`src/rtl/doom_pkg.sv`:
```
// Shared definitions for the doom_countdown self-destruct controller:
// state encoding, a constant clog2 and the hazard-vote popcount.
package doom_pkg;

    typedef enum logic [1:0] {
        IDLE     = 2'd0,
        ARMED    = 2'd1,
        COUNTING = 2'd2,
        DEAD     = 2'd3
    } state_t;

    // Widest hazard vector the popcount helper accepts.
    localparam int unsigned SENSE_MAX = 16;

    // Ceiling log2 for sizing counters at elaboration time; clog2(1) = 0.
    function automatic int unsigned clog2(input int unsigned value);
        int unsigned width;
        longint unsigned span;
        width = 0;
        span  = 1;
        while (span < longint'(value)) begin
            span  = span << 1;
            width = width + 1;
        end
        return width;
    endfunction

    // Number of set bits in a (zero-extended) hazard vector.
    function automatic logic [4:0] popcount(input logic [SENSE_MAX-1:0] bits);
        logic [4:0] total;
        total = '0;
        for (int unsigned i = 0; i < SENSE_MAX; i++) begin
            total = total + 5'(bits[i]);
        end
        return total;
    endfunction

endpackage

```
`src/rtl/sense_debounce.sv`:
```
// Single-bit debouncer: the output follows the input only after the input
// has disagreed with it for DEB_CYCLES consecutive clocks.
module sense_debounce
    import doom_pkg::*;
#(
    parameter int unsigned DEB_CYCLES = 1500000
) (
    input  logic clk,
    input  logic rst_n,
    input  logic sense,
    output logic stable
);

    localparam int unsigned CNT_W = (clog2(DEB_CYCLES) > 0) ? clog2(DEB_CYCLES) : 1;

    logic [CNT_W-1:0] cnt_q;

    // Count consecutive disagreeing cycles; any bounce back restarts the count.
    always_ff @(posedge clk or negedge rst_n) begin
        if (!rst_n) begin
            stable <= 1'b0;
            cnt_q  <= '0;
        end else if (sense == stable) begin
            cnt_q <= '0;
        end else if (cnt_q == CNT_W'(DEB_CYCLES - 1)) begin
            stable <= sense;
            cnt_q  <= '0;
        end else begin
            cnt_q <= cnt_q + 1'b1;
        end
    end

endmodule

```
`src/rtl/doom_countdown.sv`:
```
// Self-destruct countdown controller: synchronised K-of-N hazard vote drains
// an LED bar one LED per step while in combat, blinking it, and latches a
// sticky DEAD state when the bar empties. Re-arm is honoured only out of combat.
// Optional build macro: SENSE_DEBOUNCE_EN adds a per-bit debouncer on sense.
module doom_countdown
    import doom_pkg::*;
#(
    parameter int unsigned N_SENSE      = 3,
    parameter int unsigned VOTE_K       = 2,
    parameter int unsigned N_LEDS       = 8,
    parameter int unsigned STEP_CYCLES  = 50000000,
    parameter int unsigned BLINK_CYCLES = 16650000,
    parameter int unsigned DEB_CYCLES   = 1500000
) (
    input  logic              clk,
    input  logic              rst_n,
    input  logic              combat_i,
    input  logic [N_SENSE-1:0] sense_i,
    input  logic              rearm_i,
    output logic [N_LEDS-1:0] leds_o,
    output logic [1:0]        state_o,
    output logic              dead_o
);

    localparam int unsigned STEP_W  = clog2(STEP_CYCLES);
    localparam int unsigned BLINK_W = clog2(BLINK_CYCLES + 1);

    localparam logic [N_LEDS-1:0] LEVEL_LAST = N_LEDS'(1);

    if (N_SENSE < 1 || N_SENSE > SENSE_MAX || VOTE_K < 1 || VOTE_K > N_SENSE ||
        N_LEDS < 2 || N_LEDS > 32 || STEP_CYCLES < 2 || BLINK_CYCLES < 1 ||
        DEB_CYCLES < 1) begin : g_bad_cfg
        $error("doom_countdown: parameter out of range");
    end

    logic [1:0]         combat_sync;
    logic [1:0]         rearm_sync;
    logic [N_SENSE-1:0] sense_meta;
    logic [N_SENSE-1:0] sense_sync;
    logic [N_SENSE-1:0] sense_vote_in;
    logic               combat_s;
    logic               rearm_s;
    logic               vote_q;

    state_t              state_q, state_d;
    logic [N_LEDS-1:0]   level_q, level_d;
    logic [STEP_W-1:0]   step_q, step_d;
    logic [BLINK_W-1:0]  blink_q, blink_d;
    logic                phase_q, phase_d;
    logic [N_LEDS-1:0]   leds_d;
    logic                dead_d;
    logic                step_fire;

    // Two-flop synchronisers for every asynchronous input.
    always_ff @(posedge clk or negedge rst_n) begin
        if (!rst_n) begin
            combat_sync <= '0;
            rearm_sync  <= '0;
            sense_meta  <= '0;
            sense_sync  <= '0;
        end else begin
            combat_sync <= {combat_sync[0], combat_i};
            rearm_sync  <= {rearm_sync[0], rearm_i};
            sense_meta  <= sense_i;
            sense_sync  <= sense_meta;
        end
    end

    assign combat_s = combat_sync[1];
    assign rearm_s  = rearm_sync[1];

`ifdef SENSE_DEBOUNCE_EN
    for (genvar g = 0; g < N_SENSE; g++) begin : g_deb
        sense_debounce #(
            .DEB_CYCLES(DEB_CYCLES)
        ) u_deb (
            .clk   (clk),
            .rst_n (rst_n),
            .sense (sense_sync[g]),
            .stable(sense_vote_in[g])
        );
    end
`else
    assign sense_vote_in = sense_sync;
`endif

    // Registered K-of-N hazard vote.
    always_ff @(posedge clk or negedge rst_n) begin
        if (!rst_n) begin
            vote_q <= 1'b0;
        end else begin
            vote_q <= popcount(SENSE_MAX'(sense_vote_in)) >= 5'(VOTE_K);
        end
    end

    assign step_fire = (step_q == STEP_W'(STEP_CYCLES - 1));

    // Next-state, level, counter and output decode.
    always_comb begin
        state_d = state_q;
        level_d = level_q;
        step_d  = step_q;
        blink_d = blink_q;
        phase_d = phase_q;
        leds_d  = '0;
        dead_d  = 1'b0;

        unique case (state_q)
            IDLE: begin
                if (combat_s) begin
                    state_d = ARMED;
                end
            end
            ARMED: begin
                if (!combat_s) begin
                    state_d = IDLE;
                end else if (vote_q) begin
                    state_d = COUNTING;
                    blink_d = '0;
                    phase_d = 1'b1;
                end
            end
            COUNTING: begin
                // The step counter advances on every counting cycle, including
                // the one that pauses, so a step fire coincident with a vote
                // drop still shifts the bar before dropping to ARMED.
                step_d = step_fire ? '0 : step_q + 1'b1;
                if (blink_q == BLINK_W'(BLINK_CYCLES - 1)) begin
                    blink_d = '0;
                    phase_d = ~phase_q;
                end else begin
                    blink_d = blink_q + 1'b1;
                end
                if (!combat_s) begin
                    state_d = IDLE;
                end else if (step_fire && level_q == LEVEL_LAST) begin
                    state_d = DEAD;
                end else begin
                    if (step_fire) begin
                        level_d = level_q >> 1;
                    end
                    if (!vote_q) begin
                        state_d = ARMED;
                    end
                end
            end
            DEAD: begin
                if (rearm_s && !combat_s) begin
                    state_d = IDLE;
                end
            end
        endcase

        // Anything landing in IDLE starts over with a full bar.
        if (state_d == IDLE) begin
            level_d = '1;
            step_d  = '0;
            blink_d = '0;
            phase_d = 1'b1;
        end

        unique case (state_d)
            IDLE:     leds_d = '0;
            ARMED:    leds_d = level_d;
            COUNTING: leds_d = phase_d ? level_d : '0;
            DEAD: begin
                leds_d = '1;
                dead_d = 1'b1;
            end
        endcase
    end

    // State, countdown datapath and registered outputs.
    always_ff @(posedge clk or negedge rst_n) begin
        if (!rst_n) begin
            state_q <= IDLE;
            level_q <= '1;
            step_q  <= '0;
            blink_q <= '0;
            phase_q <= 1'b1;
            leds_o  <= '0;
            dead_o  <= 1'b0;
        end else begin
            state_q <= state_d;
            level_q <= level_d;
            step_q  <= step_d;
            blink_q <= blink_d;
            phase_q <= phase_d;
            leds_o  <= leds_d;
            dead_o  <= dead_d;
        end
    end

    assign state_o = state_q;

endmodule

```
`config.mk`:
```
export PLATFORM = sky130hd
export DESIGN_NAME = doom_countdown
export DESIGN_NICKNAME = d
export VERILOG_FILES = /design/src/rtl/doom_pkg.sv /design/src/rtl/sense_debounce.sv /design/src/rtl/doom_countdown.sv
export SDC_FILE = /design/constraint.sdc
export NUM_CORES = 1
export LEC_CHECK = 0
export CORE_MARGIN = 4
export CORE_UTILIZATION = 61
export CTS_CLUSTER_SIZE = 14
export DETAILED_ROUTE_END_ITERATION = 10
export PLACE_DENSITY = 0.8
export SETUP_SLACK_MARGIN = 0.3
export SYNTH_ARGS = -nofsm -noshare
export SYNTH_HDL_FRONTEND = slang
export SYNTH_SLANG_ARGS = --single-unit
```
`constraint.sdc`:
```
create_clock -name clk -period 3.1 [get_ports clk]
set_input_delay 0.62 -clock clk [delete_from_list [all_inputs] [get_ports clk]]
set_output_delay 0.62 -clock clk [all_outputs]
set_load 0.02 [all_outputs]
```
==> report_table.html <==
<table>
<tr><th>Metric</th><th>Value</th></tr>
<tr><th colspan="2">Detailed routing</th></tr>
<tr><td>Routed wire length on met3</td><td>563 um</td></tr>
<tr><td>Detailed-routing wirelength on met1</td><td>4450 um</td></tr>
<tr><td>Vias post-DR</td><td>3603</td></tr>
<tr><td>First-iteration detailed-routing DRC count</td><td>412</td></tr>
<tr><td>Routed Antenna Nets</td><td>0</td></tr>
<tr><td>Post-detailed-routing wire length</td><td>9640 um</td></tr>
<tr><td>Post-DR wirelength/cell</td><td>16.7 um</td></tr>
<tr><td>Met2 wirelength from detailed routing</td><td>4500 um</td></tr>
<tr><td>Number of DRC violations after detailed routing</td><td>0</td></tr>
<tr><td>Drt first pass iters</td><td>5</td></tr>
<tr><td>Detailed-route vias per instance</td><td>6.23</td></tr>
<tr><td>Uppermost routed layer</td><td>met4</td></tr>
<tr><th colspan="2">Power and ir drop</th></tr>
<tr><td>Pwr/cell area</td><td>664 mW/mm2</td></tr>
<tr><td>Post-layout power</td><td>3230 uW</td></tr>
<tr><td>Peak VDD IR</td><td>0.000632 V</td></tr>
<tr><td>Leakage power of the design</td><td>0.00187 uW</td></tr>
<tr><th colspan="2">Critical path</th></tr>
<tr><td>Endpoint required time on the critical path</td><td>3.37 ns</td></tr>
<tr><td>Worst Path Arrival</td><td>2.92 ns</td></tr>
<tr><td>Slowest CP cell</td><td>or4_1</td></tr>
<tr><td>Origin of the critical flop-to-flop path</td><td>step_q[0]</td></tr>
<tr><td>Crit start category</td><td>register</td></tr>
<tr><td>Worst path buffer plus inverter count</td><td>0</td></tr>
<tr><td>Cells traversed along the worst timing path</td><td>ha_1 &gt; nand4_1 &gt; or4_1 &gt; nor4_2 &gt; nand2b_1 &gt; nand2_2 &gt; o2bb2ai_1</td></tr>
<tr><td>Crit-path leading delay family</td><td>simple AND/OR/NAND/NOR gates</td></tr>
<tr><td>Sort of element at the end of the critical path</td><td>register</td></tr>
<tr><td>Highest cell delay on the worst timing path</td><td>0.61 ns</td></tr>
<tr><td>Critical path origin</td><td>step_q[0]</td></tr>
<tr><td>Crit-path max FO</td><td>11</td></tr>
<tr><td>Critical Setup Path Class</td><td>reg -&gt; reg</td></tr>
<tr><th colspan="2">Final layout</th></tr>
<tr><td>Post-synthesis to final-layout area growth</td><td>10.8%</td></tr>
<tr><td>Number of inserted diodes</td><td>0</td></tr>
<tr><td>Leading cell types in the layout, fill and taps excluded</td><td>72 x dfrtp_1, 46 x nor2_1, 41 x nand2_1</td></tr>
<tr><td>Share of layout cells above drive strength 1</td><td>0.137</td></tr>
<tr><td>Area taken by multi-input logic gates</td><td>0.00223 mm2</td></tr>
<tr><td>Most common cell after layout, fill and taps aside</td><td>dfrtp_1</td></tr>
<tr><td>Number of fillers in the final layout</td><td>546</td></tr>
<tr><td>Area occupied by registers</td><td>0.00204 mm2</td></tr>
<tr><td>Net count of the finished layout</td><td>491</td></tr>
<tr><th colspan="2">Timing</th></tr>
<tr><td>Worst slack on hold paths</td><td>0.356 ns</td></tr>
<tr><td>Final hold violation count</td><td>0</td></tr>
<tr><td>Worst Clk Skew</td><td>0.0120 ns</td></tr>
<tr><td>RSZ-0062 raised after global routing</td><td>no</td></tr>
<tr><td>Relative slew slack</td><td>0.340</td></tr>
<tr><td>Setup tns final</td><td>0 ns</td></tr>
<tr><td>Setup Viol. Count Final</td><td>0</td></tr>
<tr><td>Final critical-path share of the clock period</td><td>0.854</td></tr>
<tr><td>F_max</td><td>378 MHz</td></tr>
<tr><td>Pins over their slew limit</td><td>0</td></tr>
<tr><td>Period minus WS final</td><td>2.65 ns</td></tr>
<tr><td>Measured slew at the worst slew-check pin</td><td>0.990 ns</td></tr>
<tr><th colspan="2">Die</th></tr>
<tr><td>Die width</td><td>92.8 um</td></tr>
<tr><td>Number of rows created at floorplan</td><td>30</td></tr>
<tr><td>Number of placed I/O pins</td><td>18</td></tr>
<tr><td>Initial core utilization</td><td>0.636</td></tr>
<tr><td>Die Y</td><td>92.8 um</td></tr>
<tr><td>Area of the core</td><td>0.00691 mm2</td></tr>
<tr><td>Area enclosed by the die boundary</td><td>0.00862 mm2</td></tr>
<tr><th colspan="2">Placed design</th></tr>
<tr><td>Estimated wirelength of the detail-placed design</td><td>6140 um</td></tr>
<tr><td>Port Buf Inserts</td><td>17</td></tr>
<tr><td>Global placement routability congestion</td><td>0.893</td></tr>
<tr><th colspan="2">Clock tree</th></tr>
<tr><td>Max Root-Sink Buffers</td><td>2</td></tr>
<tr><td>Number of setup buffers added after CTS</td><td>0</td></tr>
<tr><td>Clock latency on the worst-skew pair</td><td>0.36 ns</td></tr>
<tr><td>Deepest level of the CTS H-tree</td><td>3</td></tr>
<tr><td>Root Buffer</td><td>clkbuf_8</td></tr>
<tr><td>Total clock buffers created by CTS</td><td>9</td></tr>
<tr><td>CTS tree</td><td>yes</td></tr>
<tr><td>Clock sink count</td><td>81</td></tr>
<tr><td>Clock transition at the registers of the reported paths</td><td>0.09 ns</td></tr>
<tr><td>Number of cells upsized or downsized after cts</td><td>0</td></tr>
<tr><td>Number of hold buffers added after cts</td><td>0</td></tr>
<tr><th colspan="2">Synth</th></tr>
<tr><td>Register bit total from synthesis</td><td>81</td></tr>
<tr><td>Count of synthesis-stage warnings from yosys</td><td>0</td></tr>
<tr><td>Synth Flop Type</td><td>dfrtp_1</td></tr>
<tr><td>Number of enable-type register cells in the synthesized netlist</td><td>0</td></tr>
<tr><td>Post-Synthesis Cells</td><td>461</td></tr>
<tr><td>Total standard cell area after synthesis</td><td>0.00439 mm2</td></tr>
<tr><td>Sequential fraction of the synthesis area</td><td>0.464</td></tr>
<tr><td>Mapped Avg Cell Area</td><td>9.52 um2</td></tr>
<tr><td>Post-Syn Nets</td><td>475</td></tr>
<tr><td>Synth async-reset ratio</td><td>1.00</td></tr>
<tr><td>Synth unique cells</td><td>62</td></tr>
<tr><th colspan="2">Run</th></tr>
<tr><td>Max Cap Viol</td><td>0</td></tr>
<tr><th colspan="2">Global route</th></tr>
<tr><td>GRT Resource Usage Total</td><td>0.237</td></tr>
<tr><td>Via count of the first global-routing pass</td><td>3449</td></tr>
<tr><td>Largest net degree at the start of global routing</td><td>82</td></tr>
<tr><td>Residual overflow from global routing</td><td>0</td></tr>
<tr><td>First-pass GRT wire length</td><td>16400 um</td></tr>
<tr><td>Number of antenna violations at the first check in global routing</td><td>0</td></tr>
<tr><th colspan="2">Run status</th></tr>
<tr><td>Result of the run</td><td>completed</td></tr>
<tr><th colspan="2">Worst hold path</th></tr>
<tr><td>Hold Path Origin</td><td>combat_sync[0]</td></tr>
<tr><td>Class of the worst hold path</td><td>reg -&gt; reg</td></tr>
</table>
[synth_stat cells, types with 7 or more instances]
cell type | count | area (um2)
dfrtp_1 | 72 | 1800
nor2_1 | 46 | 173
nand2_1 | 41 | 154
a21oi_1 | 27 | 135
nand3_1 | 22 | 110
o21ai_0 | 20 | 100
a21oi_2 | 16 | 140
nand2b_1 | 15 | 93.8
or3_1 | 13 | 81.3
nand4_1 | 12 | 75.1
and3_1 | 10 | 62.6
nor3_1 | 10 | 50.1
o21ai_1 | 10 | 50.1
dfstp_2 | 9 | 236
xor2_1 | 9 | 78.8
a31oi_1 | 8 | 50.1
clkbuf_1 | 8 | 30.0
ha_1 | 7 | 87.6
o2bb2ai_1 | 7 | 61.3
or4_1 | 7 | 52.6
[metrics by stage]
step / std cells / util / cell area [um2] / setup WS (ns)
finish: 578 / 0.704 / 4860 / 0.453
global route: 578 / 0.704 / 4860 / 0.320
CTS: 577 / 0.701 / 4840 / 0.331
detailed placement: 561 / 0.668 / 4610 / 0.329
global placement: 561 / 0.668 / 4610 / 0.481
floorplan: 461 / - / 4390 / 0.722
[kinds of logic (layout without fill, tap and decap cells)]
group / Yosys count / count (layout) / synth area share
buffers and inverters: 27 / 47 / 0.0351
adder cells (fa/ha/maj): 7 / 7 / 0.0200
XOR/XNOR: 14 / 14 / 0.0279
AO/OA/AOI/OAI: 111 / 111 / 0.167
multiplexers: 7 / 7 / 0.0162
flip-flops: 81 / 81 / 0.464
AND/OR/NAND/NOR: 214 / 215 / 0.269
[path summary, 6_finish.rpt]
check / end / slack, ns / cells after the start
max: leds_o[0] / 0.45 / 7
min in group asynchronous: step_q[25] / 0.42 / 1
min reg2reg: combat_sync[1] / 0.36 / 0
max reg2reg: leds_o[0] / 0.45 / 7
max in group asynchronous: blink_q[5] / 2.04 / 1
min: combat_sync[1] / 0.36 / 0
[power breakdown]
group	internal, uW	switching [uW]	leakage, uW
registers	1150	40.4	0.00106
clock network	478	405	0.000116
logic	394	762	0.000695
total	2020	1210	0.00187
[cell type report]
| cell class | instances | area share |
|---|---|---|
| Clock buffer | 10 | 0.0283 |
| Clock inverter | 6 | 0.0188 |
| Inverter | 6 | 0.00463 |
| Multi-Input combinational cell | 354 | 0.458 |
| Sequential cell | 81 | 0.419 |
| Tap cell | 96 | 0.0247 |
| Timing Repair Buffer | 25 | 0.0468 |
[sequential cells by signal (all words and copies together), names as in the netlist, 2 cells and up]
signal	count
blink_q	24
combat_sync	2
rearm_sync	2
sense_meta	3
leds_o	8
sense_sync	3
level_q	8
state_o	2
step_q	26
[routing by layer]
metal | vias up | track usage
met5 | - | 0
met4 | 0 | 0.0720
met3 | 18 | 0.0593
met2 | 114 | 0.361
met1 | 1766 | 0.335
li1 | 1705 | -
Power figures use the tool's default switching activity.
